===== src/rtl/led_ctrl_pkg.sv =====
// ---------------------------------------------------------------------------
// | Package : led_ctrl_pkg                                                    |
// | Shared LED width, pattern modes, FSM encodings and pattern helpers.       |
// | Revision: 1.0                                                             |
// ---------------------------------------------------------------------------
`default_nettype none

package led_ctrl_pkg;

  localparam int LED_W = 8;

  localparam logic [1:0] MODE_COUNT = 2'b00;
  localparam logic [1:0] MODE_WALK  = 2'b01;
  localparam logic [1:0] MODE_OFF   = 2'b10;
  localparam logic [1:0] MODE_ON    = 2'b11;

  localparam logic [1:0] ST_IDLE    = 2'd0;
  localparam logic [1:0] ST_RUN     = 2'd1;
  localparam logic [1:0] ST_RELEASE = 2'd2;

  function automatic logic [LED_W-1:0] led_init(input logic [1:0] mode);
    case (mode)
      MODE_COUNT: led_init = 8'h00;
      MODE_WALK:  led_init = 8'h01;
      MODE_ON:    led_init = 8'hFF;
      default:    led_init = 8'h00;
    endcase
  endfunction

  function automatic logic [LED_W-1:0] led_step(input logic [1:0]       mode,
                                                input logic [LED_W-1:0] cur);
    case (mode)
      MODE_COUNT: led_step = cur + 8'd1;
      MODE_WALK:  led_step = {cur[LED_W-2:0], cur[LED_W-1]};
      MODE_ON:    led_step = 8'hFF;
      default:    led_step = 8'h00;
    endcase
  endfunction

endpackage

`default_nettype wire


===== src/rtl/led_tick_gen.sv =====
// ---------------------------------------------------------------------------
// | Module  : led_tick_gen                                                    |
// | Prescaler producing one tick every PRESCALE enabled cycles.               |
// | Revision: 1.0                                                             |
// ---------------------------------------------------------------------------
`default_nettype none

module led_tick_gen #(
  parameter int PRESCALE = 4
) (
  input  logic CLK,
  input  logic RST,
  input  logic enable,
  input  logic clear,
  output logic tick
);

  localparam int CNT_W = $clog2(PRESCALE);

  logic [CNT_W-1:0] cnt_q;
  logic [CNT_W-1:0] cnt_d;

  assign tick = enable && !clear && (cnt_q == CNT_W'(PRESCALE - 1));

  always_comb begin
    cnt_d = cnt_q;
    if (clear) begin
      cnt_d = '0;
    end else if (enable) begin
      cnt_d = tick ? '0 : cnt_q + 1'b1;
    end
  end

  always_ff @(posedge CLK or negedge RST) begin
    if (!RST) cnt_q <= '0;
    else      cnt_q <= cnt_d;
  end

endmodule

`default_nettype wire


===== src/rtl/led_share_sequencer.sv =====
// ---------------------------------------------------------------------------
// | Module  : led_share_sequencer                                             |
// | Round-robin sharing of the LED display with per-grant pattern sequencing. |
// | Revision: 1.0                                                             |
// ---------------------------------------------------------------------------
`default_nettype none

module led_share_sequencer
  import led_ctrl_pkg::*;
#(
  parameter int N_REQ      = 4,
  parameter int PRESCALE   = 4,
  parameter int HOLD_TICKS = 8
) (
  input  logic               CLK,
  input  logic               RST,
  input  logic               enable,
  input  logic [N_REQ-1:0]   req,
  input  logic [2*N_REQ-1:0] req_mode,
  output logic [N_REQ-1:0]   gnt,
  output logic               busy,
  output logic [N_REQ-1:0]   done,
  output logic [LED_W-1:0]   led
);

  localparam int IDX_W = (N_REQ > 1) ? $clog2(N_REQ) : 1;

  logic [1:0]       state_q, state_d;
  logic [N_REQ-1:0] gnt_q, gnt_d;
  logic [N_REQ-1:0] done_q, done_d;
  logic [LED_W-1:0] led_q, led_d;
  logic [IDX_W-1:0] rr_ptr_q, rr_ptr_d;
  logic [IDX_W-1:0] owner_q, owner_d;
  logic [1:0]       mode_q, mode_d;
  logic [7:0]       hold_q, hold_d;

  logic             tick;
  logic             win_found;
  logic [IDX_W-1:0] win_idx;
  logic [IDX_W:0]   scan_idx;
  logic [1:0]       win_mode;
  logic [IDX_W-1:0] owner_next;

  led_tick_gen #(.PRESCALE(PRESCALE)) u_tick (
    .CLK    (CLK),
    .RST    (RST),
    .enable (enable),
    .clear  (state_q != ST_RUN),
    .tick   (tick)
  );

  // Scan starts at rr_ptr; the extra index bit keeps the wrap compare exact.
  always_comb begin
    win_found = 1'b0;
    win_idx   = '0;
    scan_idx  = '0;
    for (int i = 0; i < N_REQ; i++) begin
      scan_idx = {1'b0, rr_ptr_q} + (IDX_W+1)'(i);
      if (scan_idx > (IDX_W+1)'(N_REQ - 1)) scan_idx = scan_idx - (IDX_W+1)'(N_REQ);
      if (!win_found && req[scan_idx[IDX_W-1:0]]) begin
        win_found = 1'b1;
        win_idx   = scan_idx[IDX_W-1:0];
      end
    end
  end

  assign win_mode   = req_mode[{win_idx, 1'b0} +: 2];
  assign owner_next = (owner_q == IDX_W'(N_REQ - 1)) ? '0 : owner_q + 1'b1;

  always_comb begin
    state_d  = state_q;
    gnt_d    = gnt_q;
    done_d   = '0;
    led_d    = led_q;
    rr_ptr_d = rr_ptr_q;
    owner_d  = owner_q;
    mode_d   = mode_q;
    hold_d   = hold_q;
    case (state_q)
      ST_IDLE: begin
        if (enable && win_found) begin
          state_d = ST_RUN;
          gnt_d   = N_REQ'(1) << win_idx;
          owner_d = win_idx;
          mode_d  = win_mode;
          hold_d  = 8'd0;
          led_d   = led_init(win_mode);
        end
      end
      ST_RUN: begin
        // Owner dropping its request wins over a coincident tick.
        if (!req[owner_q] || (tick && (hold_q + 8'd1 == 8'(HOLD_TICKS)))) begin
          state_d  = ST_RELEASE;
          gnt_d    = '0;
          led_d    = '0;
          done_d   = gnt_q;
          rr_ptr_d = owner_next;
        end else if (tick) begin
          hold_d = hold_q + 8'd1;
          led_d  = led_step(mode_q, led_q);
        end
      end
      ST_RELEASE: begin
        state_d = ST_IDLE;
        hold_d  = 8'd0;
      end
      default: state_d = ST_IDLE;
    endcase
  end

  always_ff @(posedge CLK or negedge RST) begin
    if (!RST) begin
      state_q  <= ST_IDLE;
      gnt_q    <= '0;
      done_q   <= '0;
      led_q    <= '0;
      rr_ptr_q <= '0;
      owner_q  <= '0;
      mode_q   <= MODE_COUNT;
      hold_q   <= 8'd0;
    end else begin
      state_q  <= state_d;
      gnt_q    <= gnt_d;
      done_q   <= done_d;
      led_q    <= led_d;
      rr_ptr_q <= rr_ptr_d;
      owner_q  <= owner_d;
      mode_q   <= mode_d;
      hold_q   <= hold_d;
    end
  end

  assign gnt  = gnt_q;
  assign done = done_q;
  assign led  = led_q;
  assign busy = (state_q != ST_IDLE);

endmodule

`default_nettype wire


===== config.mk =====
export PLATFORM = sky130hd
export DESIGN_NAME = led_share_sequencer
export DESIGN_NICKNAME = d
export VERILOG_FILES = /design/src/rtl/led_ctrl_pkg.sv /design/src/rtl/led_tick_gen.sv /design/src/rtl/led_share_sequencer.sv
export SDC_FILE = /design/constraint.sdc
export NUM_CORES = 1
export LEC_CHECK = 0
export BUFFER_PORTS_ARGS = -buffer_cell sky130_fd_sc_hd__buf_2
export CAP_MARGIN = 20
export CORE_ASPECT_RATIO = 0.8
export CORE_MARGIN = 4
export CORE_UTILIZATION = 38
export DETAILED_ROUTE_END_ITERATION = 8
export SYNTH_ARGS = -nofsm -noshare
export SYNTH_HDL_FRONTEND = slang
export SYNTH_SLANG_ARGS = --single-unit

===== constraint.sdc =====
create_clock -name CLK -period 2.3 [get_ports CLK]
set_input_delay 0.46 -clock CLK [delete_from_list [all_inputs] [get_ports CLK]]
set_output_delay 0.46 -clock CLK [all_outputs]
set_load 0.05 [all_outputs]

## Word level (Yosys, flattened, before mapping)

Index checks and enable logic that the tools add are counted.

| cells by class | value |
|---|---|
| $add $sub $neg | 11 |
| magnitude comparators | 9 |
| eq/ne operators | 15 |
| shift operators | 2 |
| mux-type cells | 44 |
| reduce and logical (&&, ||, !) cells | 25 |

Operators by type and width:

| operator | count |
|---|---|
| two-way mux 8 bit | 6 |
| case mux 8 bit (3 select lines) | 2 |
| case mux 8 bit (2 select lines) | 2 |
| two-way mux 2 bit | 14 |
| adder 8 x 1 -> 8 bit (second input constant) | 2 |
| two-way mux 4 bit | 4 |
| less-than comparator 2 x 3 -> 1 bit (second input constant) | 5 |
| binary-select mux 1 bit (select 2 bit) | 5 |
| equality test 2 bit (second input constant) | 5 |
| greater-than comparator 3 x 2 -> 1 bit (second input constant) | 3 |
| two-way mux 1 bit | 9 |
| equality test 8 x 4 -> 1 bit (second input constant) | 1 |
| != test 2 bit (second input constant) | 4 |
| case mux 4 bit (2 select lines) | 1 |
| variable part select 8 x 4 -> 2 bit | 1 |
| subtractor 2 x 1 -> 2 bit (second input constant) | 4 |
| logical AND 1 bit | 7 |
| adder 2 x 2 -> 3 bit (second input constant) | 2 |
| equality test 2 x 1 -> 1 bit (second input constant) | 3 |
| AND reduction 2 bit | 3 |
| AND reduction 3 bit | 2 |
| nonzero test 2 bit | 3 |
| zero test 1 bit | 5 |
| adder 2 x 1 -> 2 bit (second input constant) | 2 |
| other kinds (10) | 11 |

| word-level totals | value |
|---|---|
| register bits | 34 |
| bits of input ports | 15 |
| output and inout port bits | 17 |
| word-level logic and storage cells | 115 |

## Depth between registers and ports, before layout

| depth | value |
|---|---|
| depth after elaboration | 19 |
| mapped depth | 10 |
| depth with buffers taken out | 7 |

## By module

From an unflattened synthesis, not the netlist that was laid out.

| second synthesis, totals | value |
|---|---|
| cell total of the unflattened synthesis | 217 |
| area, all modules | 2093.3 sq um |

Modules (own cells, without submodules):

| module | instances | cells an instance | area each (sq um) | sequential area each (sq um) |
|---|---|---|---|---|
| led_share_sequencer | 1 | 208 | 1984.4 | 800.8 |
| led_tick_gen | 1 | 9 | 108.9 | 50.0 |

## Worst setup path before layout

Ideal clock, no wire load.

| timing path | value |
|---|---|
| kind | register to register |
| from | register hold_q[0] |
| to | register led_q[0] (netlist: led[0]) |
| setup time | 0.123 ns |
| data arrival time | 2.089 ns |
| required time | 2.177 ns |
| path slack | 0.088 ns |
| stages on the path, launching flop included | 9 |
| buffers on the path | 1 |
| clock period less this slack | 2.212 ns |
| path through | dfrtp_1 ha_1 or4b_2 o21ai_0 a31oi_2 and2_1 buf_2 a221oi_2 nor2_1 |

| between the ends | value |
|---|---|
| word-level cells in the longest chain between the ends | 6 |
| elaborated cells on any way between the ends | 8 |
| classes of those cells | add/sub: 1; eq/ne: 2; mux: 2; reduce/logical: 3 |

Ends and longest elaborated chain:

| what | line | text |
|---|---|---|
| start, declared | led_share_sequencer.sv:35 | `logic [7:0] hold_q, hold_d;` |
| start signal, assigned | led_share_sequencer.sv:129 | `hold_q <= hold_d;` |
| adder 8 x 1 -> 8 bit * | led_share_sequencer.sv:92 | `if (!req[owner_q] \|\| (tick && (hold_q + 8'd1 == 8'(HOLD_TICKS)))) begin` |
| equality test 8 x 4 -> 1 bit * | led_share_sequencer.sv:92 |  |
| logical AND 1 bit * | led_share_sequencer.sv:92 |  |
| logical OR 1 bit * | led_share_sequencer.sv:92 |  |
| != test 3 bit (no source line) / two-way mux 8 bit (equally long branches) | n/a |  |
| AND reduction 3 bit (no source line) / case mux 8 bit (2 select lines) (equally long branches) | n/a |  |
| end signal, assigned | led_share_sequencer.sv:125 | `led_q <= led_d;` |
| end, declared | led_share_sequencer.sv:31 | `logic [LED_W-1:0] led_q, led_d;` |

Mark *: on every way between the ends. The rest lies on a longest branch, timed or not.
A chain may end at the register's enable or synchronous reset.

## Final worst setup path

| timing path | value |
|---|---|
| from | register hold_q[0] |
| to | register hold_q[1] |

| between the ends | value |
|---|---|
| word-level cells in the longest chain between the ends | 6 |
| elaborated cells on any way between the ends | 9 |
| classes of those cells | add/sub: 1; eq/ne: 2; mux: 3; reduce/logical: 3 |

Ends and longest elaborated chain:

| what | line |
|---|---|
| adder 8 x 1 -> 8 bit * | led_share_sequencer.sv:92, led_share_sequencer.sv:99 |
| equality test 8 x 4 -> 1 bit | led_share_sequencer.sv:92 |
| logical AND 1 bit | led_share_sequencer.sv:92 |
| logical OR 1 bit | led_share_sequencer.sv:92 |
| != test 2 bit (no source line) | n/a |
| AND reduction 4 bit (no source line) | n/a |

Mark *: on every way between the ends. The rest lies on a longest branch, timed or not. The select of a mux whose other input is x is not followed.

==> flow_summary.json <==
{
  "final_layout_size_suffix_gt1_frac": 0.2682,
  "endpoint_kind": "flop",
  "core_um2": 5122,
  "rsz0062_at_grt": "false",
  "max_slew_margin": 0.4973,
  "grt_max_degree": 35,
  "syn_area_per_cell_um2": 9.226,
  "m1WireLength_um": 2445,
  "power.density_nw_per_um2": 1460,
  "rrSetupSlack_ps": 120,
  "leakage_uw": 0.001137,
  "nNetsFinal": 280,
  "slowest_stage": "or4b_2",
  "comb_power_share": 0.512,
  "dieArea_um2": 6636,
  "htree_num_levels": 2,
  "outcome": "finished clean",
  "grt.overflow.total": 0,
  "drc": 0,
  "routed_wl_um": 4714,
  "syn2layout_area_growth_pct": 19.43,
  "cts.clk_slew.worst_paths_ps": 70,
  "cp_cell_sequence": "ha_1 > or4b_2 > o21ai_2 > a31oi_2 > buf_6 > nand2_1 > nor2_1 > a22o_1",
  "grt_usage": 0.1552,
  "ys_ff_latch": 34,
  "cap_viol_max_count": 0,
  "wl_met2_um": 2017,
  "arrival_ps": 2360,
  "first_pass_iters": 4,
  "yosysWarnings": 0,
  "finalMaxSlewViolations": 0,
  "start_kind": "flop",
  "fin_crit_sh": 0.9496,
  "final_common_cell": "dfrtp_1",
  "met3_length_um": 236,
  "seqPwrFrac": 0.302,
  "p_total_uw": 3570,
  "diodes": 0,
  "synth_ff_type": "dfrtp_1",
  "worstPathRequired_ps": 2470,
  "synth_edf_count": 0,
  "post_drt_wl_per_cell_um": 14.59,
  "initial_core_util": 0.3999,
  "setup_viol": 0,
  "cp_max_fo": 9,
  "clock_sinks": 34,
  "post-cts-setup-buffers": 0,
  "ys_seq_area_frac": 0.4154,
  "intPower_uw": 1893,
  "worstSetupPathType": "flop to flop",
  "hold_viol": 0,
  "hold_path_class": "input port to async pin",
  "cts_buffer_depth": 2,
  "cts_tree": "done",
  "ctsHoldBuffers": 0,
  "swShare": 0.4697,
  "finalClockSkew_ps": 7.508,
  "cpPeakStageDelay_ps": 680,
  "port_buffers": 31,
  "grt_pass1_wl_um": 8321,
  "gp_congestion": 0.8687,
  "dr.max_layer_used": "met4",
  "yosys.cell_types.count": 53,
  "viasPerCell": 5.505,
  "core.rowCount": 23,
  "fin_setup_tns_ps": 0,
  "async_flop_share": 1.000,
  "layout_common_cells": "dfrtp_1, buf_2, o21ai_0, nor2_1, nand2_1",
  "synth_nets": 242,
  "cts.root.buffer_cell": "clkbuf_8",
  "clock_latency_ps": 290,
  "die_x_um": 90.08,
  "numCtsBuffers": 5,
  "place_hpwl_um": 3424,
  "pwr-share-clk": 0.186,
  "p_sw_uw": 1677,
  "fill_cells": 508,
  "detail-route-antenna-nets": 0,
  "die_y_um": 73.67,
  "synthCells": 222,
  "ios": 32,
  "first_iter_violations": 151,
  "finalCriticalPeriod_ps": 2184,
  "vias": 1778,
  "antenna_found_initial": 0,
  "synth_area_um2": 2048,
  "grt_pass1_vias": 1664,
  "tightest_slew_ps": 754.0,
  "ir_worst_vdd_uv": 591.5,
  "clock.fmax_ghz": 0.4579
}
-- repair_timing --
item | 4_1_cts | 5_1_grt
endpoints found under the hold margin | 0 | 0
gates resized for setup | 1 | 7
endpoints found under the setup margin | 6 | 15
pin swaps | 0 | 1
-- state kept, by name (all words and copies together) (netlist names) --
name          cells
hold_q            8
led               8
done              4
gnt               4
mode_q            2
owner_q           2
rr_ptr_q          2
state_q           2
u_tick.cnt_q      2
-- final timing paths --
check                                  endpoint  depth (start not counted)      start
worst max register to register        hold_q[1]                          8  hold_q[0]
worst max-delay path                  hold_q[1]                          8  hold_q[0]
min in group CLK                        done[0]                          1     gnt[0]
worst min register to register          done[0]                          1     gnt[0]
worst min-delay path            u_tick.cnt_q[1]                          1        RST
max in group asynchronous             hold_q[3]                          1        RST
-- cell usage after synthesis, types with 2 or more instances --
cell type  instances  area (um^2)
dfrtp_1           34        850.8
o21ai_0           22        110.1
nand2_1           19        71.32
nor2_1            19        71.32
a21oi_1           17        85.08
o22ai_1           10        62.56
inv_1              8        30.03
mux2i_1            8        80.08
nand3_1            8        40.04
and2_1             6        37.54
clkbuf_1           5        18.77
ha_1               5        62.56
nor2b_1            5        31.28
buf_4              4        30.03
mux2_2             4        45.04
a31oi_1            2        12.51
and3_1             2        12.51
buf_6              2        22.52
nand2b_1           2        12.51
nand4_1            2        12.51
nor3_1             2        10.01
o31ai_1            2        15.01
o32a_1             2        20.02
xnor2_1            2        17.52
xor2_1             2        17.52
-- power groups by stage --
| stage | sequential (uW) | combinational (uW) | clock (uW) |
|---|---|---|---|
| after global routing | 1130 | 2040 | 702 |
| after global placement | 1080 | 1800 | 0 |
| after detailed placement | 1080 | 1810 | 0 |
| final | 1080 | 1830 | 663 |
| after CTS | 1070 | 1820 | 674 |
| after floorplan | 1370 | 1070 | 0 |
-- logic make-up (layout without fill, tap and decap cells) --
| family | after synthesis | in the layout | share of synthesized area |
|---|---|---|---|
| mux | 13 | 13 | 0.07208 |
| fa+ha+maj | 5 | 5 | 0.03054 |
| xor+xnor | 4 | 4 | 0.01711 |
| flops | 34 | 34 | 0.4154 |
| compound gates | 72 | 72 | 0.2303 |
| simple gates | 74 | 74 | 0.1827 |
| buf+inv | 20 | 59 | 0.05192 |
-- layer usage --
metal  vias to the layer above  track usage
li1                        895            -
met1                       836       0.2340
met2                        45       0.2185
met4                         0      0.04584
met5                         -            0
met3                         2      0.03787
-- stage by stage --
step	utilization	instances	hold WS [ps]	instance area, um^2	worst slack (ps)
after global routing	0.4775	323	311.0	2446	22.66
after floorplan	-	222	164.4	2048	88.40
after detailed placement	0.4480	315	499.8	2295	-7.175
after CTS	0.4751	323	271.3	2434	18.01
final	0.4775	323	239.8	2446	116.0
after global placement	0.4480	315	486.6	2295	38.02
-- critical path, delay by kind of cell (launching register included) --
kind / cells / cell delay, ps
buffers and inverters: 1 / 180
adders and majority gates: 1 / 210
AOI/OAI and AO/OA: 3 / 480
DFF: 1 / 380
and+or+nand+nor: 3 / 830
-- area by class of cell --
class	instances	area [um^2]	share of cell area
multi-input cells	168	1100	0.4496
flip-flops and latches	34	852.1	0.3483
repair buffers	43	249.0	0.1018
well taps	62	77.57	0.03171
clock buffers	5	68.82	0.02813
clock inverters	3	68.82	0.02813
inverters	8	30.03	0.01228
Note: power is estimated with default switching activity, not from simulation.
